[src/rtl/axi_lite_pkg.sv]
// axi_lite_pkg: response codes, write-path states and decode helpers shared by the AXI-Lite slave
package axi_lite_pkg;
  localparam logic [1:0] RESP_OKAY = 2'b00;
  localparam logic [1:0] RESP_SLVERR = 2'b10;
  localparam int ADDR_LSB = 2;
  typedef enum logic {W_COLLECT, W_RESP} wstate_e;
  function automatic int idx_width(input int n);
    return n > 1 ? $clog2(n) : 1;
  endfunction
endpackage

[src/rtl/axi_lite_addr_decode.sv]
// axi_lite_addr_decode: byte address to register index plus in-range flag
module axi_lite_addr_decode
  import axi_lite_pkg::*;
#(
  parameter int ADDR_W = 32,
  parameter int NUM = 16,
  parameter int IDX_W = 4
) (
  input  logic [ADDR_W-1:0] addr,
  output logic [IDX_W-1:0]  index,
  output logic              in_range
);
  logic [ADDR_W-1:0] word;
  assign word = addr >> ADDR_LSB;
  assign index = word[IDX_W-1:0];
  // every word-address bit above the index must be zero, and non-power-of-2 banks need the bound too
  assign in_range = ((word >> IDX_W) == '0) && (32'(index) < NUM);
endmodule

[src/rtl/axi_lite_slave_regfile.sv]
// axi_lite_slave_regfile: AXI4-Lite slave exposing a bank of byte-strobed 32-bit control registers
module axi_lite_slave_regfile
  import axi_lite_pkg::*;
#(
  parameter int C_S_AXI_DATA_WIDTH = 32,
  parameter int C_S_AXI_ADDR_WIDTH = 32,
  parameter int C_NUM_REGS = 16,
  localparam int IDX_W = idx_width(C_NUM_REGS)
) (
  input  logic                                     S_AXI_ACLK,
  input  logic                                     S_AXI_ARESET,
  input  logic [C_S_AXI_ADDR_WIDTH-1:0]            S_AXI_AWADDR,
  input  logic [2:0]                               S_AXI_AWPROT,
  input  logic                                     S_AXI_AWVALID,
  output logic                                     S_AXI_AWREADY,
  input  logic [C_S_AXI_DATA_WIDTH-1:0]            S_AXI_WDATA,
  input  logic [C_S_AXI_DATA_WIDTH/8-1:0]          S_AXI_WSTRB,
  input  logic                                     S_AXI_WVALID,
  output logic                                     S_AXI_WREADY,
  output logic [1:0]                               S_AXI_BRESP,
  output logic                                     S_AXI_BVALID,
  input  logic                                     S_AXI_BREADY,
  input  logic [C_S_AXI_ADDR_WIDTH-1:0]            S_AXI_ARADDR,
  input  logic [2:0]                               S_AXI_ARPROT,
  input  logic                                     S_AXI_ARVALID,
  output logic                                     S_AXI_ARREADY,
  output logic [C_S_AXI_DATA_WIDTH-1:0]            S_AXI_RDATA,
  output logic [1:0]                               S_AXI_RRESP,
  output logic                                     S_AXI_RVALID,
  input  logic                                     S_AXI_RREADY,
  output logic [C_NUM_REGS*C_S_AXI_DATA_WIDTH-1:0] o_regs,
  output logic                                     o_wr_valid,
  output logic [IDX_W-1:0]                         o_wr_index,
  output logic [C_S_AXI_DATA_WIDTH-1:0]            o_wr_data
);
  localparam int DW = C_S_AXI_DATA_WIDTH;
  localparam int SW = DW / 8;
  logic [DW-1:0] regs [C_NUM_REGS];
  wstate_e state, state_nx;
  logic aw_held, w_held, aw_ok, commit;
  logic [IDX_W-1:0] aw_idx;
  logic [DW-1:0] w_data, wr_merged;
  logic [SW-1:0] w_strb;
  logic [IDX_W-1:0] aw_dec_idx, ar_dec_idx;
  logic aw_dec_ok, ar_dec_ok, aw_hs, w_hs, ar_hs;
  logic unused_prot;
  assign unused_prot = ^{S_AXI_AWPROT, S_AXI_ARPROT};
  axi_lite_addr_decode #(.ADDR_W(C_S_AXI_ADDR_WIDTH), .NUM(C_NUM_REGS), .IDX_W(IDX_W)) u_aw_dec (
    .addr(S_AXI_AWADDR), .index(aw_dec_idx), .in_range(aw_dec_ok)
  );
  axi_lite_addr_decode #(.ADDR_W(C_S_AXI_ADDR_WIDTH), .NUM(C_NUM_REGS), .IDX_W(IDX_W)) u_ar_dec (
    .addr(S_AXI_ARADDR), .index(ar_dec_idx), .in_range(ar_dec_ok)
  );
  assign aw_hs = S_AXI_AWVALID && S_AXI_AWREADY;
  assign w_hs = S_AXI_WVALID && S_AXI_WREADY;
  assign ar_hs = S_AXI_ARVALID && S_AXI_ARREADY;
  always_ff @(posedge S_AXI_ACLK)
    state <= S_AXI_ARESET ? W_COLLECT : state_nx;
  always_comb
    state_nx = (state == W_COLLECT) ? ((aw_held && w_held) ? W_RESP : W_COLLECT)
                                    : (S_AXI_BREADY ? W_COLLECT : W_RESP);
  always_comb begin
    S_AXI_AWREADY = !S_AXI_ARESET && state == W_COLLECT && !aw_held;
    S_AXI_WREADY = !S_AXI_ARESET && state == W_COLLECT && !w_held;
    S_AXI_BVALID = state == W_RESP;
    commit = state == W_COLLECT && aw_held && w_held;
  end
  always_comb begin
    wr_merged = regs[aw_idx];
    for (int b = 0; b < SW; b++)
      if (w_strb[b]) wr_merged[8*b +: 8] = w_data[8*b +: 8];
  end
  always_ff @(posedge S_AXI_ACLK)
    if (S_AXI_ARESET) begin
      aw_held <= 1'b0;
      w_held <= 1'b0;
      aw_idx <= '0;
      aw_ok <= 1'b0;
      w_data <= '0;
      w_strb <= '0;
      S_AXI_BRESP <= RESP_OKAY;
      o_wr_valid <= 1'b0;
      o_wr_index <= '0;
      o_wr_data <= '0;
      for (int k = 0; k < C_NUM_REGS; k++) regs[k] <= '0;
    end else begin
      o_wr_valid <= commit && aw_ok;
      if (aw_hs) begin
        aw_held <= 1'b1;
        aw_idx <= aw_dec_idx;
        aw_ok <= aw_dec_ok;
      end
      if (w_hs) begin
        w_held <= 1'b1;
        w_data <= S_AXI_WDATA;
        w_strb <= S_AXI_WSTRB;
      end
      if (commit) begin
        aw_held <= 1'b0;
        w_held <= 1'b0;
        S_AXI_BRESP <= aw_ok ? RESP_OKAY : RESP_SLVERR;
        if (aw_ok) begin
          regs[aw_idx] <= wr_merged;
          o_wr_index <= aw_idx;
          o_wr_data <= wr_merged;
        end
      end
    end
  assign S_AXI_ARREADY = !S_AXI_ARESET && !S_AXI_RVALID;
  // reads sample the bank before any same-edge commit lands
  always_ff @(posedge S_AXI_ACLK)
    if (S_AXI_ARESET) begin
      S_AXI_RVALID <= 1'b0;
      S_AXI_RDATA <= '0;
      S_AXI_RRESP <= RESP_OKAY;
    end else if (ar_hs) begin
      S_AXI_RVALID <= 1'b1;
      S_AXI_RDATA <= ar_dec_ok ? regs[ar_dec_idx] : '0;
      S_AXI_RRESP <= ar_dec_ok ? RESP_OKAY : RESP_SLVERR;
    end else if (S_AXI_RREADY) begin
      S_AXI_RVALID <= 1'b0;
    end
  for (genvar k = 0; k < C_NUM_REGS; k++) begin : g_out
    assign o_regs[k*DW +: DW] = regs[k];
  end
endmodule

[config.mk]
export PLATFORM = sky130hd
export DESIGN_NAME = axi_lite_slave_regfile
export DESIGN_NICKNAME = d
export VERILOG_FILES = /design/src/rtl/axi_lite_pkg.sv /design/src/rtl/axi_lite_addr_decode.sv /design/src/rtl/axi_lite_slave_regfile.sv
export SDC_FILE = /design/constraint.sdc
export NUM_CORES = 1
export LEC_CHECK = 0
export BUFFER_PORTS_ARGS = -buffer_cell sky130_fd_sc_hd__buf_2
export CAP_MARGIN = 25
export CELL_PAD_IN_SITES_DETAIL_PLACEMENT = 1
export CELL_PAD_IN_SITES_GLOBAL_PLACEMENT = 1
export CORE_MARGIN = 3
export CORE_UTILIZATION = 38
export DETAILED_ROUTE_END_ITERATION = 6
export PLACE_DENSITY = 0.69
export SLEW_MARGIN = 0
export SYNTH_ARGS = -nofsm -noshare
export SYNTH_HDL_FRONTEND = slang
export SYNTH_SLANG_ARGS = --single-unit
[constraint.sdc]
create_clock -name S_AXI_ACLK -period 4.6 [get_ports S_AXI_ACLK]
set_clock_uncertainty 0.1 [all_clocks]
set_input_delay 0.23 -clock S_AXI_ACLK [delete_from_list [all_inputs] [get_ports S_AXI_ACLK]]
set_output_delay 0.23 -clock S_AXI_ACLK [all_outputs]
set_load 0.1 [all_outputs]
# Yosys cells after proc, flatten, opt, wreduce, memory -nomap -nowiden
# Memory sizes are Yosys's and may differ from the RTL's. A register that Yosys moved wholly into a read port is not among the register bits.
# Index checks and enable logic that the tools add are counted.
word_totals:
  regBits: 118
  ramBits: 512
  inputBits: 113
  output_inout_bits: 590
  n_memories: 1
mem_list:
  columns: ["memory", "depth", "width", "read_ports", "rd_ports_with_merged_regs", "write_ports", "line_no", "text"]
  rows:
  - ["regs", 16, 32, 18, 1, 16, "axi_lite_slave_regfile.sv:38", "logic [DW-1:0] regs [C_NUM_REGS];"]
op_classes:
  mux: 23
  bitwise: 1
  n_reduce_logical: 21
op_table:
  columns: ["operator", "count"]
  rows:
  - ["32-bit logical NOT", 2]
  - ["32-bit 2-to-1 mux", 2]
  - ["8-bit 2-to-1 mux", 4]
  - ["32-bit OR reduction", 1]
  - ["1-bit 2-to-1 mux", 12]
  - ["4-bit 2-to-1 mux", 3]
  - ["1-bit logical AND", 11]
  - ["1-bit logical NOT", 4]
  - ["2-bit 2-to-1 mux", 2]
  - ["2-bit AND reduction", 1]
  - ["2-bit nonzero test", 1]
  - ["2-bit OR reduction", 1]
  - ["1-bit NOT", 1]

# Longest topological paths before layout
# Gate-level depths: netlist of the first run.
logic_depth:
  ltp_word: 8
  depth_mapped: 10
  mapped_depth_nobuf: 5

# Cells and area by module
# From an unflattened synthesis of the first run, not the netlist that was laid out.
unflattened:
  hier_cells: 2428
  area_unflattened_um2: 31586.5
by_module_without_submodules:
  columns: ["module", "instances", "cells_per_inst", "area_per_inst_um2"]
  rows:
  - ["axi_lite_slave_regfile", 1, 2400, 31413.9]
  - ["axi_lite_addr_decode", 2, 14, 86.3]

# Worst setup path after synthesis of the first run
# Ideal clock, no wire load.
synth_path:
  kind: "reg2reg"
  startpoint: "register state (netlist: S_AXI_BVALID)"
  endpoint: "register w_data[10]"
  setup_time_ns: 0.132
  arrival_time_ns: 4.117
  t_required_ns: 4.368
  slack_ns: 0.250
  path_stages_with_launch: 7
  path_cell_list: "dfxtp_1 buf_2 nor3_1 nand2_1 clkbuf_1 nand2_1 a21oi_1"
synth_via:
  elab_chain_cells: 4
synth_rtl:
  columns: ["element", "line_no", "text"]
  rows:
  - ["start: declaration", "axi_lite_slave_regfile.sv:39", "wstate_e state, state_nx;"]
  - ["start signal: assignment", "axi_lite_slave_regfile.sv:58", "state <= S_AXI_ARESET ? W_COLLECT : state_nx;"]
  - ["1-bit NOT", "axi_lite_slave_regfile.sv:64", "S_AXI_WREADY = !S_AXI_ARESET && state == W_COLLECT && !w_held;"]
  - ["1-bit logical AND (2 in series)", "axi_lite_slave_regfile.sv:64", null]
  - ["named net S_AXI_WREADY", "axi_lite_slave_regfile.sv:19", "output logic S_AXI_WREADY,"]
  - ["1-bit logical AND", "axi_lite_slave_regfile.sv:55", "assign w_hs = S_AXI_WVALID && S_AXI_WREADY;"]
  - ["end signal: assignment", "axi_lite_slave_regfile.sv:79", "w_data <= '0;"]
  - ["end signal: assignment", "axi_lite_slave_regfile.sv:95", "w_data <= S_AXI_WDATA;"]
  - ["end: declaration", "axi_lite_slave_regfile.sv:42", "logic [DW-1:0] w_data, wr_merged;"]
# The timed path passes the listed nets, and every way through them passes these cells.
# A chain may end at the register's enable or synchronous reset.

==> results of run 1 <==
==> cell families after synthesis <==
logic type / share of synthesized area [%]
AOI/OAI and AO/OA: 7.94
other: 0.0120
muxes: 19.0
and+or+nand+nor: 11.1
DFF: 57.1
buffers and inverters: 4.88
==> tightest hold or removal path, delay by kind of cell <==
kind	cells	cell delay, ns
AO/OA/AOI/OAI	1	0.19
buffers and inverters	1	0.07
AND/OR/NAND/NOR	3	0.23
==> worst paths after layout <==
kind	startpoint	to	slack, ns	cells after the start
worst max-delay path	register	regs[2][5]	1.34	6
worst min-delay path	S_AXI_ARADDR[7]	S_AXI_RDATA[29]	0.07	5
worst max register to register	register	regs[2][5]	1.34	6
worst min register to register	o_wr_data[21]	o_wr_data[21]	0.35	2
==> routing by layer <==
| layer | vias up | part of all wire, % | track usage (%) |
|---|---|---|---|
| li1 | 10300 | - | - |
| met1 | 13200 | 38 | 39.7 |
| met2 | 1538 | 48 | 53.3 |
| met3 | 373 | 8.5 | 5.93 |
| met4 | 4 | 5.4 | 15.0 |
| met5 | - | 0.021 | 0 |
==> final cells by class <==
cell class	instances	area (µm²)	area share, %
multi-input combinational	1539	12100	31.7
inverter	2	7.51	0.0196
tap	1060	1330	3.47
clock buffer	104	2010	5.27
clock inverter	28	358	0.937
timing repair buffer	812	4610	12.1
antenna	3	7.51	0.0196
sequential	632	17800	46.5
==> synth_stat cells, drive strengths merged <==
library cell / n / share of area [%]
or2: 1 / 0.020
o221ai: 62 / 1.7
nand3: 11 / 0.18
a22o: 35 / 0.98
inv: 2 / 0.024
edfxtp: 512 / 49
a211oi: 33 / 0.80
mux2: 128 / 4.6
nand2b: 19 / 0.38
nand4: 6 / 0.12
dfxtp: 120 / 7.7
a21boi: 1 / 0.024
o21ai: 33 / 0.53
nor4b: 1 / 0.028
nor3: 5 / 0.080
conb: 1 / 0.012
mux4: 128 / 9.3
nor4: 12 / 0.29
buf: 137 / 3.4
mux2i: 160 / 5.1
nand4b: 4 / 0.11
a221o: 34 / 1.1
a21o: 1 / 0.024
nand2: 116 / 1.4
nor2b: 75 / 1.5
clkbuf: 119 / 1.4
nor2: 529 / 6.9
and2: 1 / 0.020
nand3b: 1 / 0.024
or3: 2 / 0.040
a22oi: 63 / 1.5
o22ai: 2 / 0.040
a21oi: 74 / 1.2
==> per-stage QoR <==
| step | area, µm² | setup slack [ns] |
|---|---|---|
| 6_report | 38200 | 1.34 |
| 5_1_grt | 38200 | 1.22 |
| 4_1_cts | 38200 | 1.37 |
| 3_5_place_dp | 35300 | 1.39 |
| 3_3_place_gp | 35300 | 1.45 |
| 2_1_floorplan | 31200 | 0.250 |
==> flip-flops by register name, indices dropped and copies added (netlist names), 4 cells and up, named ones only <==
| register | flops |
|---|---|
| o_wr_index | 4 |
| w_strb | 4 |
| aw_idx | 4 |
| S_AXI_RDATA | 32 |
| w_data | 32 |
| regs | 512 |
| o_wr_data | 32 |
==> report_power, final <==
group | leakage, nW | switching (mW) | internal, mW
Combinational | 7.54 | 2.29 | 0.630
Sequential | 6.25 | 0.209 | 6.35
Clock | 1.15 | 2.45 | 3.46
Total | 14.9 | 4.95 | 10.4
==> placed cells by master (no fill, tap or decap), drive strengths merged, types with 63 or more instances in the layout <==
cell	netlist	routed
mux2	128	128
a22oi	63	63
nand2	116	116
nor2	529	529
mux4	128	128
a21oi	74	74
edfxtp	512	512
dfxtp	120	120
mux2i	160	160
nor2b	75	75
clkbuf	119	104
buf	137	759
==> impl_metrics.csv, run 1 <==
group,metric,value,unit
worst_setup_path,critical-path-slowest-cell,"sky130_fd_sc_hd__a221o_1",
outcome,result_of_the_run,"complete, no violations",
finish,layout-drive-gt1-share,39.1,%
finish,final_core_util,47.2,%
clock_tree,cts_made_buffers,72,
sta,hold_ws,0.0728,ns
worst_setup_path,critical_path_peak_fanout,45,
route,via_per_inst,6.10,
sta,max_clock_freq,307,MHz
grt,grt.total_usage,31.7,%
placement,place_congestion,0.899,
worst_setup_path,worst_endpoint_data_arrival_time,3.48,ns
grt,via_count_of_the_first_global_routing_pass,26600,
synth,synth_seq_area_share,57.1,%
sta,setup_viol,0,
finish,signed_area_change_from_the_synthesized_netlist_to_the_final_layout,22.6,%
power,irDropWorstVdd,0.243,mV
grt,grt_start_max_net_pins,95,
synth,syn_area_per_cell,12.8,µm²
route,detailedRoute.firstPassIterationCount,5,
floorplanning,die-width,292,µm
sta,minimum_clock_period_after_layout,3.26,ns
synth,post_syn_area,31200,µm²
route,drt_first_iter_violations,2500,
route,drcViolationCount,0,
power,post-layout-total-power,15.4,mW
worst_hold_path,min_path_type,"in2reg",
worst_setup_path,path_cells,"buf_12 -> buf_4 -> mux2_2 -> o221ai_1 -> a221o_1 -> nor2_1",
placement,place_hpwl,92.7,mm
placement,io_buffer_count,690,
floorplanning,core_region_area,80900,µm²
synth,postSynthRegisterBits,632,
clock_tree,cts.reportedPaths.clkPinSlew,0.05,ns
clock_tree,cts_root_buffer,"sky130_fd_sc_hd__clkbuf_16",
floorplanning,floorplan.die_area,85500,µm²
route,post_drt_wl_per_cell,33.3,µm
worst_setup_path,critical_path.n_buffers_inverters,2,
route,totalWireLength,139,mm
clock_tree,post-cts-setup-buffers,0,
worst_setup_path,critical-path-max-stage-delay,0.75,ns
clock_tree,tritoncts,"built",
clock_tree,clock_sink_count,632,
clock_tree,cts_hold_buf,53,
power,powerDensity,403,nW/µm²
floorplanning,floorplan.initialDensity,38.5,%
worst_setup_path,critPathKind,"reg2reg",
floorplanning,placementRows,104,
sta,slew_viol_final,0,
clock_tree,cts_resized,0,
clock_tree,clkLatencyLatePin,0.62,ns
floorplanning,die_height,292,µm
worst_setup_path,setup.worst_path.start_class,"register",
sta,tns,0,ns
sta,worst_slew_margin_rel,24.5,%
flow_run,max_cap_viol_count,0,
finish,fill_cells,8625,
placement,dp.cells,3988,
synth,ys_warns,0,
grt,antenna_found_initial,5,
grt,overflow,0,
route,ant_nets,0,
floorplanning,num_io_pins,703,
sta,layout_worst_path_cycle_share,70.9,%
finish,final_nets,3172,
clock_tree,clock_tree.htree_level_count,3,
worst_setup_path,worst_endpoint_required_time,4.82,ns
worst_setup_path,crit_path_end_kind,"register",
synth,post_synth_num_cell_types,42,
route,via_count,25500,
sta,rsz0062_at_grt,"false",
sta,timing_hold_violations_final,0,
finish,finish.cell_count_without_fillers,4180,
worst_setup_path,critPathTopFamily,"compound AO/OA/AOI/OAI gates",
synth,synthesis.instances,2428,
grt,grt_first_pass_wirelength,196,mm
power,power.static_leakage,14.9,nW
sta,worstMarginPinSlew,1.13,ns
clock_tree,max_clock_buf_depth,3,
Note: power is estimated with default switching activity, not from simulation.
==> run 2, diff against run 1 <==
Settings changed: PLACE_DENSITY 0.69 to 0.71.
Clock period 4.6 ns to 2.9 ns, I/O delays scaled along.
==> impl_metrics.csv, run 2 (synthesis gave the netlist of run 1 again) <==
group,metric,value,unit
floorplanning,placementRows,104,
worst_setup_path,critical_path_peak_fanout,22,
sta,hold_ws,0.243,ns
route,totalWireLength,141,mm
worst_setup_path,critical-path-max-stage-delay,0.54,ns
floorplanning,floorplan.initialDensity,38.5,%
sta,minimum_clock_period_after_layout,2.70,ns
outcome,result_of_the_run,"complete, no violations",
flow_run,max_cap_viol_count,0,
clock_tree,cts_made_buffers,71,
placement,place_hpwl,96.2,mm
clock_tree,clock_tree.htree_level_count,3,
clock_tree,clock_sink_count,632,
finish,commonest_non_fill_non_tap_cell_in_the_layout,"sky130_fd_sc_hd__buf_2",
worst_setup_path,critPathKind,"reg2reg",
power,powerDensity,624,nW/µm²
floorplanning,num_io_pins,703,
sta,max_clock_freq,370,MHz
worst_setup_path,critical-path-slowest-cell,"sky130_fd_sc_hd__dfxtp_4",
grt,grt.total_usage,32.1,%
power,post-layout-total-power,24.7,mW
finish,flip_flop_count_of_the_largest_register_after_layout,512,
sta,worst_slew_margin_rel,32.1,%
power,irDropWorstVdd,0.394,mV
finish,registers.top_by_ff_count,"regs",
floorplanning,die_height,292,µm
finish,multiInputGateArea,12100,µm²
sta,setup_viol,0,
worst_hold_path,min_path_type,"in2reg",
worst_hold_path,whs_endpoint,"S_AXI_RDATA[30]",
sta,layout_worst_path_cycle_share,93.1,%
placement,io_buffer_count,690,
floorplanning,floorplan.die_area,85500,µm²
clock_tree,post-cts-setup-buffers,0,
route,drcViolationCount,0,
worst_setup_path,crit-reg2reg-capture,"regs[9][19]",
route,post_drt_wl_per_cell,32.9,µm
clock_tree,cts_root_buffer,"sky130_fd_sc_hd__clkbuf_16",
finish,final_core_util,48.8,%
finish,signed_area_change_from_the_synthesized_netlist_to_the_final_layout,26.8,%
placement,place_congestion,0.930,
worst_setup_path,worst_endpoint_data_arrival_time,2.93,ns
clock_tree,tritoncts,"built",
finish,finish.cell_count_without_fillers,4279,
grt,grt_start_max_net_pins,67,
route,drt_first_iter_violations,2845,
sta,timing_hold_violations_final,0,
worst_setup_path,worst_endpoint_required_time,3.13,ns
route,via_count,26200,
grt,antenna_found_initial,4,
worst_setup_path,timing.critical_path.mode_cell,"sky130_fd_sc_hd__buf_12",
clock_tree,clkLatencyLatePin,0.62,ns
worst_setup_path,reg2reg_slack,0.20,ns
worst_setup_path,crit_path_end_kind,"register",
worst_setup_path,setup.worst_path.start_class,"register",
finish,most_used_cells_in_the_layout_excluding_fill_and_tap_cells,"sky130_fd_sc_hd__buf_2, sky130_fd_sc_hd__edfxtp_1, sky130_fd_sc_hd__nor2_1",
worst_hold_path,hold_depth,3,
clock_tree,cts_hold_buf,58,
grt,via_count_of_the_first_global_routing_pass,26900,
power,power.static_leakage,15.6,nW
clock_tree,cts.reportedPaths.clkPinSlew,0.06,ns
grt,overflow,0,
finish,final-seq-area,17800,µm²
finish,final_nets,3273,
sta,worstMarginPinSlew,1.02,ns
worst_setup_path,rr_worst_depth,7,
clock_tree,cts_resized,0,
placement,dp.cells,4089,
route,via_per_inst,6.11,
grt,grt_first_pass_wirelength,197,mm
worst_setup_path,path_cells,"buf_12 -> buf_12 -> mux2_2 -> o221ai_1 -> a221o_1 -> buf_4 -> nor2_1",
finish,layout-drive-gt1-share,41.1,%
finish,fill_cells,8590,
worst_hold_path,min-delay-start,"S_AXI_ARADDR[5]",
clock_tree,max_clock_buf_depth,3,
route,detailedRoute.firstPassIterationCount,5,
route,ant_nets,0,
floorplanning,core_region_area,80900,µm²
floorplanning,die-width,292,µm
sta,slew_viol_final,0,
sta,rsz0062_at_grt,"false",
==> run 2: critical path: cells and delay by family, from the launching register on <==
family	cells	cell delay [ns]
AND/OR/NAND/NOR	1	0.07
buffers and inverters	3	0.62
multiplexers	1	0.35
AO/OA/AOI/OAI	2	0.69
flip-flops	1	0.54
==> run 2: layer usage <==
layer | vias up | track usage (%) | routed length [µm]
met2 | 1764 | 54.0 | 68100
li1 | 10500 | - | -
met1 | 13500 | 40.4 | 52400
met5 | - | 0 | 31
met4 | 4 | 14.9 | 7250
met3 | 379 | 5.56 | 13000
==> run 2: how the worst max path moves through the flow <==
stage	endpoint	slack [ns]	startpoint
floorplan	aw_ok	-0.28	S_AXI_BVALID
global placement	regs[9][16]	0.36	register
detailed placement	regs[8][9]	0.30	w_held
CTS	regs[10][12]	0.27	w_held
global route	aw_ok	0.10	S_AXI_AWADDR[31]
finish	regs[9][19]	0.20	register
==> run 2: cell type report <==
type,count,share of cell area (%)
Sequential cell,632,45.0
Clock buffer,95,4.98
Inverter,2,0.0190
Antenna cell,1,0.00633
Timing Repair Buffer,914,15.0
Multi-Input combinational cell,1539,30.6
Clock inverter,36,0.979
Tap cell,1060,3.36
==> run 2: through the flow <==
stage          worst slack, ns  setup TNS [ns]  cell area [µm²]
2_1_floorplan           -0.285           -2.50            31200
3_3_place_gp             0.360               0            36600
3_5_place_dp             0.296               0            36600
4_1_cts                  0.273               0            39500
5_1_grt                  0.102               0            39500
6_report                 0.200               0            39500
==> run 2: power breakdown <==
part	switching (mW)	leakage (nW)	total (mW)	internal, mW
Sequential	0.341	6.25	10.4	10.1
Clock	3.90	1.14	9.26	5.36
Combinational	3.70	8.22	5.00	1.30
Total	7.95	15.6	24.7	16.7
